[src/rtl/div_pkg.sv]
// Shared types for the sequential non-restoring divider.
// Holds the FSM state encoding and the iteration-counter width helper.
package div_pkg;

    typedef enum logic [1:0] {
        IDLE = 2'd0,
        ITER = 2'd1,
        CORR = 2'd2,
        DONE = 2'd3
    } state_e;

    // Counter width for an N-step iteration loop: $clog2(N+1)
    function automatic int cnt_w(input int n);
        return $clog2(n + 1);
    endfunction

endpackage

[src/rtl/nr_div_step.sv]
// One non-restoring division step: shift in the next dividend bit, then
// subtract |M| when P >= 0 or add |M| when P < 0, using a ripple adder.
// Ports: p_i (N+1 partial remainder), bit_i (shift-in), m_i (|M|),
//        p_o (next partial remainder), q_o (quotient bit = ~sign(p_o)).
module nr_div_step #(
    parameter int N = 8
) (
    input  logic [N:0]   p_i,
    input  logic         bit_i,
    input  logic [N-1:0] m_i,
    output logic [N:0]   p_o,
    output logic         q_o
);

    logic [N:0] sh;
    logic [N:0] b;
    logic [N:0] s;
    logic       sub;
    logic       c;

    always_comb begin
        sub = ~p_i[N];
        sh  = {p_i[N-1:0], bit_i};
        b   = sub ? ~{1'b0, m_i} : {1'b0, m_i};
        c   = sub;
        s   = '0;
        for (int i = 0; i <= N; i++) begin
            s[i] = sh[i] ^ b[i] ^ c;
            c    = (sh[i] & b[i]) | (c & (sh[i] ^ b[i]));
        end
    end

    assign p_o = s;
    assign q_o = ~s[N];

endmodule

[src/rtl/seq_nr_divider.sv]
// Multi-cycle non-restoring divider, one add/sub step per clock.
// Ports: clk, rst_n (async low), start/signed_op/D/M in;
//        ready, done (1-cycle pulse), Q, R, dz, ovf out (held).
module seq_nr_divider
    import div_pkg::*;
#(
    parameter int N = 8
) (
    input  logic         clk,
    input  logic         rst_n,
    input  logic         start,
    input  logic         signed_op,
    input  logic [N-1:0] D,
    input  logic [N-1:0] M,
    output logic         ready,
    output logic         done,
    output logic [N-1:0] Q,
    output logic [N-1:0] R,
    output logic         dz,
    output logic         ovf
);

    localparam int CNT_W = cnt_w(N);

    state_e           state_q, state_d;
    logic [CNT_W-1:0] cnt_q, cnt_d;
    logic [N:0]       p_q, p_d;
    logic [N-1:0]     a_q, a_d;
    logic [N-1:0]     m_q, m_d;
    logic [N-1:0]     d_q, d_d;
    logic             negq_q, negq_d;
    logic             negr_q, negr_d;
    logic             opdz_q, opdz_d;
    logic             opovf_q, opovf_d;
    logic [N-1:0]     q_q, q_d;
    logic [N-1:0]     r_q, r_d;
    logic             dz_q, dz_d;
    logic             ovf_q, ovf_d;

    logic [N:0]       p_step;
    logic             q_bit;
    logic [N-1:0]     d_mag;
    logic [N-1:0]     m_mag;
    logic [N-1:0]     r_mag;

    nr_div_step #(.N(N)) u_step (
        .p_i   (p_q),
        .bit_i (a_q[N-1]),
        .m_i   (m_q),
        .p_o   (p_step),
        .q_o   (q_bit)
    );

    // |-2^(N-1)| = 2^(N-1) still fits as an N-bit unsigned magnitude
    assign d_mag = (signed_op && D[N-1]) ? -D : D;
    assign m_mag = (signed_op && M[N-1]) ? -M : M;

    // Final restore of a negative remainder; result lies in [0, |M|)
    assign r_mag = p_q[N] ? (p_q[N-1:0] + m_q) : p_q[N-1:0];

    always_comb begin
        state_d = state_q;
        cnt_d   = cnt_q;
        p_d     = p_q;
        a_d     = a_q;
        m_d     = m_q;
        d_d     = d_q;
        negq_d  = negq_q;
        negr_d  = negr_q;
        opdz_d  = opdz_q;
        opovf_d = opovf_q;
        q_d     = q_q;
        r_d     = r_q;
        dz_d    = dz_q;
        ovf_d   = ovf_q;
        unique case (state_q)
            IDLE, DONE: begin
                state_d = IDLE;
                if (start) begin
                    // Zero divisor skips the iteration loop entirely
                    state_d = (M == '0) ? CORR : ITER;
                    cnt_d   = '0;
                    p_d     = '0;
                    a_d     = d_mag;
                    m_d     = m_mag;
                    d_d     = D;
                    negq_d  = signed_op && (D[N-1] ^ M[N-1]);
                    negr_d  = signed_op && D[N-1];
                    opdz_d  = (M == '0);
                    opovf_d = signed_op
                            && (D == {1'b1, {(N-1){1'b0}}})
                            && (M == '1);
                end
            end
            ITER: begin
                p_d   = p_step;
                a_d   = {a_q[N-2:0], q_bit};
                cnt_d = cnt_q + CNT_W'(1);
                if (cnt_q == CNT_W'(N - 1)) begin
                    state_d = CORR;
                end
            end
            CORR: begin
                state_d = DONE;
                if (opdz_q) begin
                    q_d   = '1;
                    r_d   = d_q;
                    dz_d  = 1'b1;
                    ovf_d = 1'b0;
                end else begin
                    // Overflow case wraps naturally: both negative, Q = 2^(N-1)
                    q_d   = negq_q ? -a_q : a_q;
                    r_d   = negr_q ? -r_mag : r_mag;
                    dz_d  = 1'b0;
                    ovf_d = opovf_q;
                end
            end
            default: state_d = IDLE;
        endcase
    end

    always_ff @(posedge clk or negedge rst_n) begin
        if (!rst_n) begin
            state_q <= IDLE;
            cnt_q   <= '0;
            p_q     <= '0;
            a_q     <= '0;
            m_q     <= '0;
            d_q     <= '0;
            negq_q  <= 1'b0;
            negr_q  <= 1'b0;
            opdz_q  <= 1'b0;
            opovf_q <= 1'b0;
            q_q     <= '0;
            r_q     <= '0;
            dz_q    <= 1'b0;
            ovf_q   <= 1'b0;
        end else begin
            state_q <= state_d;
            cnt_q   <= cnt_d;
            p_q     <= p_d;
            a_q     <= a_d;
            m_q     <= m_d;
            d_q     <= d_d;
            negq_q  <= negq_d;
            negr_q  <= negr_d;
            opdz_q  <= opdz_d;
            opovf_q <= opovf_d;
            q_q     <= q_d;
            r_q     <= r_d;
            dz_q    <= dz_d;
            ovf_q   <= ovf_d;
        end
    end

    assign ready = (state_q == IDLE) || (state_q == DONE);
    assign done  = (state_q == DONE);
    assign Q     = q_q;
    assign R     = r_q;
    assign dz    = dz_q;
    assign ovf   = ovf_q;

endmodule

[config.mk]
export PLATFORM = sky130hd
export DESIGN_NAME = seq_nr_divider
export DESIGN_NICKNAME = d
export VERILOG_FILES = /design/src/rtl/div_pkg.sv /design/src/rtl/nr_div_step.sv /design/src/rtl/seq_nr_divider.sv
export SDC_FILE = /design/constraint.sdc
export NUM_CORES = 1
export LEC_CHECK = 0
export BUFFER_PORTS_ARGS = -buffer_cell sky130_fd_sc_hd__buf_4
export CAP_MARGIN = 20
export CORE_MARGIN = 2
export CORE_UTILIZATION = 59
export CTS_CLUSTER_SIZE = 20
export DETAILED_ROUTE_END_ITERATION = 12
export PLACE_DENSITY = 0.86
export SLEW_MARGIN = 40
export SYNTH_ARGS = -nofsm -noshare
export SYNTH_HDL_FRONTEND = slang
export SYNTH_SLANG_ARGS = --single-unit
[constraint.sdc]
create_clock -name clk -period 5.1 [get_ports clk]
set_input_delay 0.765 -clock clk [delete_from_list [all_inputs] [get_ports clk]]
set_output_delay 0.765 -clock clk [all_outputs]
set_load 0.005 [all_outputs]
Word level (Yosys, flattened, before mapping)
Index checks and enable logic that the tools add are counted.
- register bits after elaboration: 61
- input bits: 20
- output and inout bits: 20
- word-level logic and storage cells: 106
- $add $sub $neg: 6
- eq/ne operators: 8
- multiplexer cells: 20
- bitwise operators: 46
- reduce and logical (&&, ||, !) cells: 12
- operator list (cell ; count):
    8-bit 2-to-1 mux ; 8
    8-bit negation ; 4
    1-bit bitwise XOR ; 19
    9-bit 2-to-1 mux ; 2
    9-bit case mux with 2 select lines ; 1
    1-bit bitwise AND ; 16
    8-bit == test (second input constant) ; 2
    8-bit case mux with 2 select lines ; 1
    8-bit NOT with 9-bit output ; 1
    8-bit adder ; 1
    8-bit zero test ; 1
    1-bit bitwise OR ; 8
    4-bit case mux with 2 select lines ; 1
    2-bit 2-to-1 mux ; 3
    2-bit case mux with 3 select lines ; 1
    1-bit logical AND ; 5
    4-bit by 1-bit adder with 4-bit output (second input constant) ; 1
    2-bit == test (second input constant) ; 2
    4-bit by 3-bit == test with 1-bit output (second input constant) ; 1
    4-bit 2-to-1 mux ; 1
    2-bit != test (second input constant) ; 2
    2-bit AND reduction ; 2
    2-bit by 1-bit == test with 1-bit output (second input constant) ; 1
    2-bit zero test ; 1
    5 further kinds ; 7

Depth between registers and ports, before layout
Gate-level depths: netlist of run 1.
- word-level depth: 22
- depth in mapped cells: 17
- gate-level depth less buffers: 15

Cells and area by module
From an unflattened synthesis of run 1, not the netlist that was laid out.
- cells, all modules: 430
- area, all modules: 3863.7 um^2
- modules (own cells, without submodules) (module ; instances ; cells an instance ; area each (um^2) ; seq. area each (um^2)):
    seq_nr_divider ; 1 ; 395 ; 3550.9 ; 1526.5
    nr_div_step ; 1 ; 35 ; 312.8 ; 0.0

Worst setup path before layout of run 1
OpenSTA, ideal clock, no wires.
- path kind: register -> register
- start point: reg p_q[8]
- end point: reg a_q[0]
- library setup time: 125 ps
- arrival time: 4546 ps
- data required time: 4975 ps
- path slack: 429 ps
- stages on the path, launching flop included: 18
- buffers on the path: 3
- clock period less this slack: 4671 ps
- cell sequence: dfrtp_1 > clkbuf_1 > buf_2 > buf_1 > o21ai_0 > fa_1 > fa_1 > fa_1 > fa_1 > fa_1 > inv_1 > fa_1 > inv_1 > fa_1 > xor2_1 > xnor2_1 > mux2i_1 > mux2_2
- longest elaborated chain between the ends: 21
- elaborated cells on any way between the ends: 38
- those cells by class: mux: 2; bitwise: 36
- ends and longest elaborated chain (element ; RTL line ; RTL):
    start, declared ; seq_nr_divider.sv:27 ; logic [N:0] p_q, p_d;
    start signal, assigned ; seq_nr_divider.sv:141 ; p_q <= p_d;
    9-bit 2-to-1 mux ; nr_div_step.sv:24 ; b = sub ? ~{1'b0, m_i} : {1'b0, m_i};
    1-bit bitwise XOR ; nr_div_step.sv:29 ; c = (sh[i] & b[i]) | (c & (sh[i] ^ b[i]));
    1-bit bitwise AND ; nr_div_step.sv:29 ;
    1-bit bitwise OR ; nr_div_step.sv:29 ;
    1-bit bitwise AND ; nr_div_step.sv:29 ;
    1-bit bitwise OR ; nr_div_step.sv:29 ;
    1-bit bitwise AND ; nr_div_step.sv:29 ;
    1-bit bitwise OR ; nr_div_step.sv:29 ;
    [5 not listed] ; - ;
    1-bit bitwise OR ; nr_div_step.sv:29 ;
    1-bit bitwise AND ; nr_div_step.sv:29 ;
    1-bit bitwise OR ; nr_div_step.sv:29 ;
    1-bit bitwise AND ; nr_div_step.sv:29 ;
    1-bit bitwise OR ; nr_div_step.sv:29 ;
    1-bit bitwise XOR * ; nr_div_step.sv:28 ; s[i] = sh[i] ^ b[i] ^ c;
    1-bit NOT * ; nr_div_step.sv:34 ; assign q_o = ~s[N];
    8-bit case mux with 2 select lines * ; seq_nr_divider.sv:76 ; unique case (state_q)
    end signal, assigned ; seq_nr_divider.sv:127 ; a_q <= '0;
    end signal, assigned ; seq_nr_divider.sv:142 ; a_q <= a_d;
    end, declared ; seq_nr_divider.sv:28 ; logic [N-1:0] a_q, a_d;
Mark *: on every way between the ends. The rest lies on a longest branch, timed or not.
A chain may end at the register's enable or synchronous reset.

Worst setup path after layout of run 1
Same ends and word-level chain as after synthesis.

==> results.cfg, run 1 <==
[outcome]
status = complete, no violations

[logic_synthesis]
synth_area_leaders = dfrtp_1 40%, nand2_1 6.6%, o21ai_0 5.9%
synth_cell_types = 46
synth-main-ff-cell = dfrtp_1
synth_area_leader_cell = dfrtp_1
syn_area_per_cell_sq_um = 9.11
synth_fp_nets = 462
ys_ff_latch = 61
ys_warn_count = 0
syn_inst = 418
postSynth.asyncResetShare = 1.00
synth_area_sq_mm = 0.00381
yosysMostFrequentCell = nand2_1
synth_top_area_frac = 0.401
yosys-top-cells-count = 67 x nand2_1, 61 x dfrtp_1, 45 x o21ai_0
synth_edf_count = 0
seq_area_frac_synth = 0.401

[floorplan]
initial_utilization = 0.603
coreArea_sq_mm = 0.00631
io_pins = 40
die_y_microns = 84.4
dieArea_sq_mm = 0.00712
rows = 29
die_x_microns = 84.4

[hold_path]
min-delay-path-class = in -> async

[critical_path]
critPathBufInv = 2
worstSetupPathType = reg -> reg
startpoint_type = flop
worstPathArrival_ns = 4.52
cp_common_cell = fa_1
crit_required_ns = 5.33
cp_max_fo = 8
crit_family = adder cells
crit_slowest_cell = dfrtp_1
slowest_delay_ns = 0.54
cp-end-kind = flop
ff2ff_setup_slack_ns = 0.81
crit_path_cell_trace = o21ai_0 > fa_1 > fa_1 > fa_1 > fa_1 > fa_1 > inv_1 > fa_1 > inv_1 > fa_1 > xor2_1 > xnor2_1 > mux2i_1 > mux2_2

[placed_design]
port_buffers = 39
gp_congestion = 0.843
dp_hpwl_microns = 6220
dpl-instance-area_sq_mm = 0.00414

[route]
drt_pre_antenna_iters = 5
vias = 3129
postRouteAntennaNets = 0
via_per_inst = 5.89
drt_wl_total_microns = 8730
post_drt_wl_per_cell_microns = 16.4
drt_iter0_drc = 199
drc_errors = 0

[layout]
drive_above_1_share = 0.189
nNetsFinal = 493
final_area_sq_mm = 0.00432
area_growth_syn_to_layout_pct = 13.5
n_antenna_cell = 0

[sta]
fmax_ghz = 0.233
setup_viol = 0
finalMaxSlewViolations = 0
finalCriticalPeriod_ns = 4.29
tightest_slew_ns = 0.791
period_share = 0.841
fin_skew_ns = 0.0111
slew-limit-headroom = 0.462
hold_violations = 0
rsz0062_at_grt = false
fin_setup_tns_ns = 0

[power]
power.leakage_nw = 1.97
irDropWorstVdd_uv = 547
powerDensity_mw_per_mm2 = 637

[clocking]
cts_buffer_depth = 2
clock_sinks = 61
cts_buffers = 9
post_cts_buffers = 0
htreeDepth = 3
insertion_delay_ns = 0.34
tritoncts = done
ctsResizeCount = 0
hold_buffers = 0
cts_root_buf = clkbuf_8
clk_pin_slew_ns = 0.07

[global_routing]
grt_pass1_vias = 3089
grt_max_degree = 62
gr-total-overflow = 0
track_usage = 0.258
grt_pass1_wl_microns = 14700
antenna_found_initial = 0

[run]
cap_violations = 0
## cells in the final DEF, fill, tap and decap left out, types with 9 or more instances in the layout
cell type / instances
dfrtp_1: 61
inv_1: 17
nor2_1: 28
mux2_2: 14
buf_4: 40
clkbuf_8: 9
mux2i_1: 9
or3_1: 11
xnor2_1: 17
xor2_1: 15
nand2_1: 66
a21oi_1: 28
ha_1: 14
o21ai_0: 45
## flip-flops by register name, summed over array words and instances, names as in the netlist
signal,count
m_q,8
p_q,9
ovf,1
a_q,8
negq_q,1
Q,8
negr_q,1
R,8
d_q,8
cnt_q,4
state_q,2
dz,1
opovf_q,1
opdz_q,1
## metal layers
metal / vias to the layer above / GRT usage / share of wire
li1: 1498 / - / -
met1: 1488 / 0.366 / 0.45
met2: 127 / 0.414 / 0.48
met3: 16 / 0.0334 / 0.058
met4: 0 / 0.0880 / 0.013
met5: - / 0 / 0
## through the flow
stage / utilization / setup WS [ns] / cells / power (mW) / hold slack (ns)
floorplan: - / 0.429 / 418 / 1.91 / 0.450
global placement: 0.655 / 0.997 / 515 / 2.26 / 0.463
detailed placement: 0.656 / 0.835 / 515 / 2.34 / 0.484
CTS: 0.684 / 0.806 / 531 / 2.74 / 0.501
global route: 0.685 / 0.539 / 531 / 2.99 / 0.428
finish: 0.685 / 0.812 / 531 / 2.75 / 0.373
## cell families after synthesis
logic type | synth area share
mux | 0.0677
compound gates | 0.153
flops | 0.401
simple gates | 0.172
fa+ha+maj | 0.0946
xor+xnor | 0.0736
buf+inv | 0.0378
## area by class of cell
type	instances	area [sq um]
clock buffer	9	124
clock inverter	7	51.3
fill	471	1990
inverter	17	63.8
multi-input combinational	319	2150
sequential	61	1530
tap	77	96.3
timing repair buffer	41	312
## report_power, final
| part | switching, mW | internal, mW |
|---|---|---|
| sequential | 0.202 | 0.687 |
| combinational | 0.817 | 0.663 |
| clock | 0.208 | 0.177 |
| total | 1.23 | 1.53 |
## path summary, 6_finish.rpt
path,start,endpoint,cells past startpoint
max in group asynchronous,rst_n,R[0],1
min in group clk,d_q[0],d_q[0],2
min,rst_n,m_q[6],1
max,p_q[8],a_q[0],14
min reg2reg,d_q[0],d_q[0],2
max reg2reg,p_q[8],a_q[0],14
No activity file was read; power rests on OpenSTA's default activity.
==> inputs of run 2 (changes only) <==
ABC_AREA = 1   (was not set)
clock period = 4.5 ns   (was 5.1 ns; I/O delays follow)
==> results.cfg, run 2 <==
[layout]
drive_above_1_share = 0.137
regMostFlops = p_q
nNetsFinal = 565
n_fill_cell = 489
multiInputGateArea_sq_mm = 0.00200
final_cells = 603
fin_util = 0.694
area_growth_syn_to_layout_pct = 14.4
final_common_cell = nand2_1
largest_reg_flops = 9
final_cell_mix = 116 x nand2_1, 61 x dfrtp_1, 54 x inv_1
register_area_sq_mm = 0.00153
n_antenna_cell = 0

[clocking]
clk_pin_slew_ns = 0.07
clock_sinks = 61
post_cts_buffers = 0
cts_root_buf = clkbuf_8
cts_buffer_depth = 2
ctsResizeCount = 0
htreeDepth = 3
tritoncts = done
insertion_delay_ns = 0.35
hold_buffers = 0
cts_buffers = 9

[route]
drt_pre_antenna_iters = 7
post_drt_wl_per_cell_microns = 15.9
via_per_inst = 5.89
vias = 3554
drt_wl_total_microns = 9560
drt_iter0_drc = 311
wirelength_met1_microns = 3990
drc_errors = 0
wl_met3_microns = 729
met2_wirelength_microns = 4710
route.top_layer_used = met4
postRouteAntennaNets = 0

[critical_path]
crit_required_ns = 4.77
worstSetupPathType = reg -> reg
cp-end-kind = flop
worstPathArrival_ns = 4.16
cp_max_fo = 5
startpoint_type = flop

[sta]
slew-limit-headroom = 0.474
finalCriticalPeriod_ns = 3.89
fin_skew_ns = 0.0110
hold_violations = 0
finalMaxSlewViolations = 0
rsz0062_at_grt = false
holdWs_ns = 0.287
fin_setup_tns_ns = 0
setup_viol = 0
period_share = 0.863
tightest_slew_ns = 0.789
fmax_ghz = 0.257

[run]
cap_violations = 0

[logic_synthesis]
synth_top_family_by_area = simple AND/OR/NAND/NOR gates
synth_top_area_frac = 0.399
syn_inst = 486
postSynth.asyncResetShare = 1.00
syn_area_per_cell_sq_um = 7.88
synth_area_leaders = dfrtp_1 40%, nand2_1 11%, nand3_1 5.4%
seq_area_frac_synth = 0.399
synth_area_leader_cell = dfrtp_1
synth.area.mux_share = 0
yosys-top-cells-count = 116 x nand2_1, 61 x dfrtp_1, 54 x inv_1
synth_cell_types = 37
synth_fp_nets = 530
synthAdderAreaFrac = 0.0941
ys_ff_latch = 61
ys_warn_count = 0
synth_compound_area_frac = 0.145
yosys.area_share.simple = 0.239
yosysMostFrequentCell = nand2_1
synth_edf_count = 0
synth-main-ff-cell = dfrtp_1
synth_area_sq_mm = 0.00383
synth_xor_area_frac = 0.0435

[global_routing]
track_usage = 0.282
grt_pass1_wl_microns = 16000
antenna_found_initial = 0
grt_pass1_vias = 3377
gr-total-overflow = 0
grt_max_degree = 62

[floorplan]
rows = 29
initial_utilization = 0.606
die_x_microns = 84.5
die_y_microns = 84.5
io_pins = 40
coreArea_sq_mm = 0.00631
dieArea_sq_mm = 0.00715

[placed_design]
gp_congestion = 0.870
placed_cells = 587
dp_hpwl_microns = 6990
port_buffers = 39

[power]
p_total_mw = 3.18
pwr-share-comb = 0.513
clock_power_share = 0.173
power.leakage_nw = 2.14
irDropWorstVdd_uv = 528
swShare = 0.460
p_int_mw = 1.72
powerDensity_mw_per_mm2 = 727
p_sw_mw = 1.46
power_frac_seq = 0.314

[hold_path]
min-delay-path-class = in -> async

[outcome]
status = complete, no violations
-- run 2: cell count changes in the layout (fill, tap and decap cells not counted), moves of 13 or more --
cell | before | now
inv_1 | 17 | 54
mux2_2 | 14 | 0
nand2_1 | 66 | 116
nand3_1 | 8 | 41
o211ai_1 | 0 | 13
-- run 2: area by class of cell --
cell class | count | share of cell area
tap | 77 | 0.0220
clock buffer | 9 | 0.0283
sequential | 61 | 0.348
multi-input combinational | 348 | 0.456
clock inverter | 7 | 0.0226
inverter | 60 | 0.0514
timing repair buffer | 41 | 0.0711
-- run 2: per-layer routing --
metal / track usage / vias to the layer above
met5: 0 / -
met1: 0.373 / 1701
met3: 0.0688 / 20
met4: 0.0794 / 0
met2: 0.465 / 170
li1: - / 1663
-- run 2: power groups by stage --
stage / Sequential [mW] / Clock, mW / Combinational [mW]
after floorplan: 0.932 / 0 / 1.20
after global routing: 1.03 / 0.574 / 1.84
after global placement: 0.981 / 0 / 1.53
final: 0.999 / 0.551 / 1.63
after detailed placement: 1.00 / 0 / 1.60
after CTS: 0.993 / 0.547 / 1.62
-- run 2: path summary, 6_finish.rpt --
path / cells after the start / slack (ns) / from / endpoint
max: 14 / 0.61 / p_q[8] / a_q[0]
min: 1 / 0.29 / rst_n / m_q[6]
max reg2reg: 14 / 0.61 / p_q[8] / a_q[0]
min reg2reg: 2 / 0.49 / d_q[5] / d_q[5]
max in group asynchronous: 1 / 3.83 / rst_n / d_q[0]
min in group clk: 2 / 0.49 / d_q[5] / d_q[5]
-- run 2: cell families (layout without fill, tap and decap cells) --
| kind of cell | count (synthesis) | count (layout) |
|---|---|---|
| AOI/OAI and AO/OA | 93 | 93 |
| and+or+nand+nor | 212 | 212 |
| DFF | 61 | 61 |
| xor gates and xnor gates | 19 | 19 |
| buffers and inverters | 77 | 117 |
| adders and majority gates | 24 | 24 |
-- run 2: through the flow --
stage	setup WS, ns	instance area (sq um)
2_1_floorplan	0.602	3830
3_3_place_gp	0.705	4150
3_5_place_dp	0.601	4150
4_1_cts	0.607	4380
5_1_grt	0.387	4380
6_report	0.614	4380
-- run 2: critical path, cell delays in order, from the launching register on --
cell and delay (ns):
dfrtp_1 0.47, xnor2_1 0.20, fa_1 0.44, fa_1 0.39, fa_1 0.38, fa_1 0.39
fa_1 0.37, inv_1 0.07, fa_1 0.17, inv_1 0.05, fa_1 0.37, or2_1 0.23
nand3_1 0.08, o211ai_1 0.10, o21ai_1 0.10
==> inputs of run 3 (changes only) <==
CORE_ASPECT_RATIO = 0.7   (was not set)
CORE_UTILIZATION = 64   (was 59)
PLACE_DENSITY = 0.92   (was 0.86)
clock period = 4.8 ns   (was 4.5 ns; I/O delays follow)
==> results.cfg, run 3 (synthesis gave the netlist of run 2 again) <==
[outcome]
status = complete, no violations

[layout]
final_cells = 601
final_cell_mix = 115 x nand2_1, 61 x dfrtp_1, 54 x inv_1
regMostFlops = p_q
area_growth_syn_to_layout_pct = 13.8
final_common_cell = nand2_1
nNetsFinal = 565
n_antenna_cell = 0
drive_above_1_share = 0.137
largest_reg_flops = 9

[route]
drt_iter0_drc = 309
drt_pre_antenna_iters = 6
via_per_inst = 5.92
postRouteAntennaNets = 0
vias = 3556
post_drt_wl_per_cell_microns = 16.2
drc_errors = 0
drt_wl_total_microns = 9720

[sta]
setup_viol = 0
fin_skew_ns = 0.00752
slew-limit-headroom = 0.428
tightest_slew_ns = 0.858
rsz0062_at_grt = false
hold_violations = 0
fin_setup_tns_ns = 0
period_share = 0.819
finalMaxSlewViolations = 0
fmax_ghz = 0.254
finalCriticalPeriod_ns = 3.93
holdWs_ns = 0.338
setup_slack_ns = 0.868

[clocking]
cts_root_buf = clkbuf_8
hold_buffers = 0
ctsResizeCount = 0
insertion_delay_ns = 0.35
tritoncts = done
cts_buffer_depth = 2
cts_buffers = 9
clock_sinks = 61
htreeDepth = 3
clk_pin_slew_ns = 0.07
post_cts_buffers = 0

[critical_path]
slowest_delay_ns = 0.48
crit_required_ns = 5.07
cp-end-kind = flop
crit_slowest_cell = dfrtp_1
crit_path_cell_trace = xnor2_1 > fa_1 > fa_1 > fa_1 > fa_1 > fa_1 > inv_1 > fa_1 > inv_1 > fa_1 > or2_1 > nand3_1 > o211ai_1 > o21ai_1
startpoint_type = flop
worstPathArrival_ns = 4.20
cp_common_cell = fa_1
worstSetupPathType = reg -> reg
cp_max_fo = 5

[global_routing]
track_usage = 0.315
grt_pass1_wl_microns = 15200
gr-total-overflow = 0
grt_max_degree = 62
grt_pass1_vias = 3125
antenna_found_initial = 0

[floorplan]
die_x_microns = 96.4
dieArea_sq_mm = 0.00662
coreArea_sq_mm = 0.00576
die_y_microns = 68.7
io_pins = 40
rows = 23
initial_utilization = 0.665

[run]
cap_violations = 0

[placed_design]
gp_congestion = 0.930
post-place-ws_ns = 0.889
port_buffers = 39
dp_hpwl_microns = 7150
placed_cells = 585

[power]
irDropWorstVdd_uv = 464
p_total_mw = 2.96
power.leakage_nw = 2.13
powerDensity_mw_per_mm2 = 681

[hold_path]
min-delay-path-class = in -> async
## run 3: cell types whose count changed in the layout (fill, tap and decap cells not counted), sizes merged
cell      delta
bufinv       -1
clkinv       -1
clkinvlp     +2
inv          -1
clkbuf       +1
## run 3: worst paths after layout
kind	from	endpoint	slack (ns)	cells past startpoint
hold reg to reg	d_q[0]	d_q[0]	0.50	2
min in group clk	d_q[0]	d_q[0]	0.50	2
setup reg to reg	p_q[8]	a_q[0]	0.87	14
hold / removal	rst_n	Q[0]	0.34	1
setup / recovery	p_q[8]	a_q[0]	0.87	14
max in group asynchronous	rst_n	p_q[5]	4.07	1
## run 3: worst max-delay path: cells and delay by family, from the launching register on
kind	cells	cell delay (ns)
DFF	1	0.48
adders and majority gates	7	2.53
buffers and inverters	2	0.13
and+or+nand+nor	2	0.31
xor gates and xnor gates	1	0.19
AOI/OAI and AO/OA	2	0.21
## run 3: area by class of cell
cell class / count / area, sq um
clock buffers: 10 / 138
inverters: 60 / 225
well taps: 75 / 93.8
repair buffers: 41 / 312
fillers: 420 / 1400
flip-flops and latches: 61 / 1530
clock inverters: 6 / 62.6
multi-input cells: 348 / 2000
## run 3: per-layer routing
| metal | up-vias | track usage | part of all wire |
|---|---|---|---|
| met5 | - | 0 | 0 |
| met4 | 0 | 0.0880 | 0.016 |
| met3 | 22 | 0.0859 | 0.10 |
| met2 | 184 | 0.482 | 0.45 |
| met1 | 1675 | 0.444 | 0.44 |
| li1 | 1675 | - | - |
## run 3: metrics by stage
stage,util,cell area (sq um)
global route,0.757,4360
global placement,0.721,4150
floorplan,-,3830
CTS,0.756,4350
finish,0.757,4360
detailed placement,0.721,4150
## run 3: report_power, final
group / switching (mW) / leakage, nW / internal [mW]
clock network: 0.214 / 0.0943 / 0.252
registers: 0.207 / 0.761 / 0.730
logic: 0.973 / 1.27 / 0.590
total: 1.39 / 2.13 / 1.57
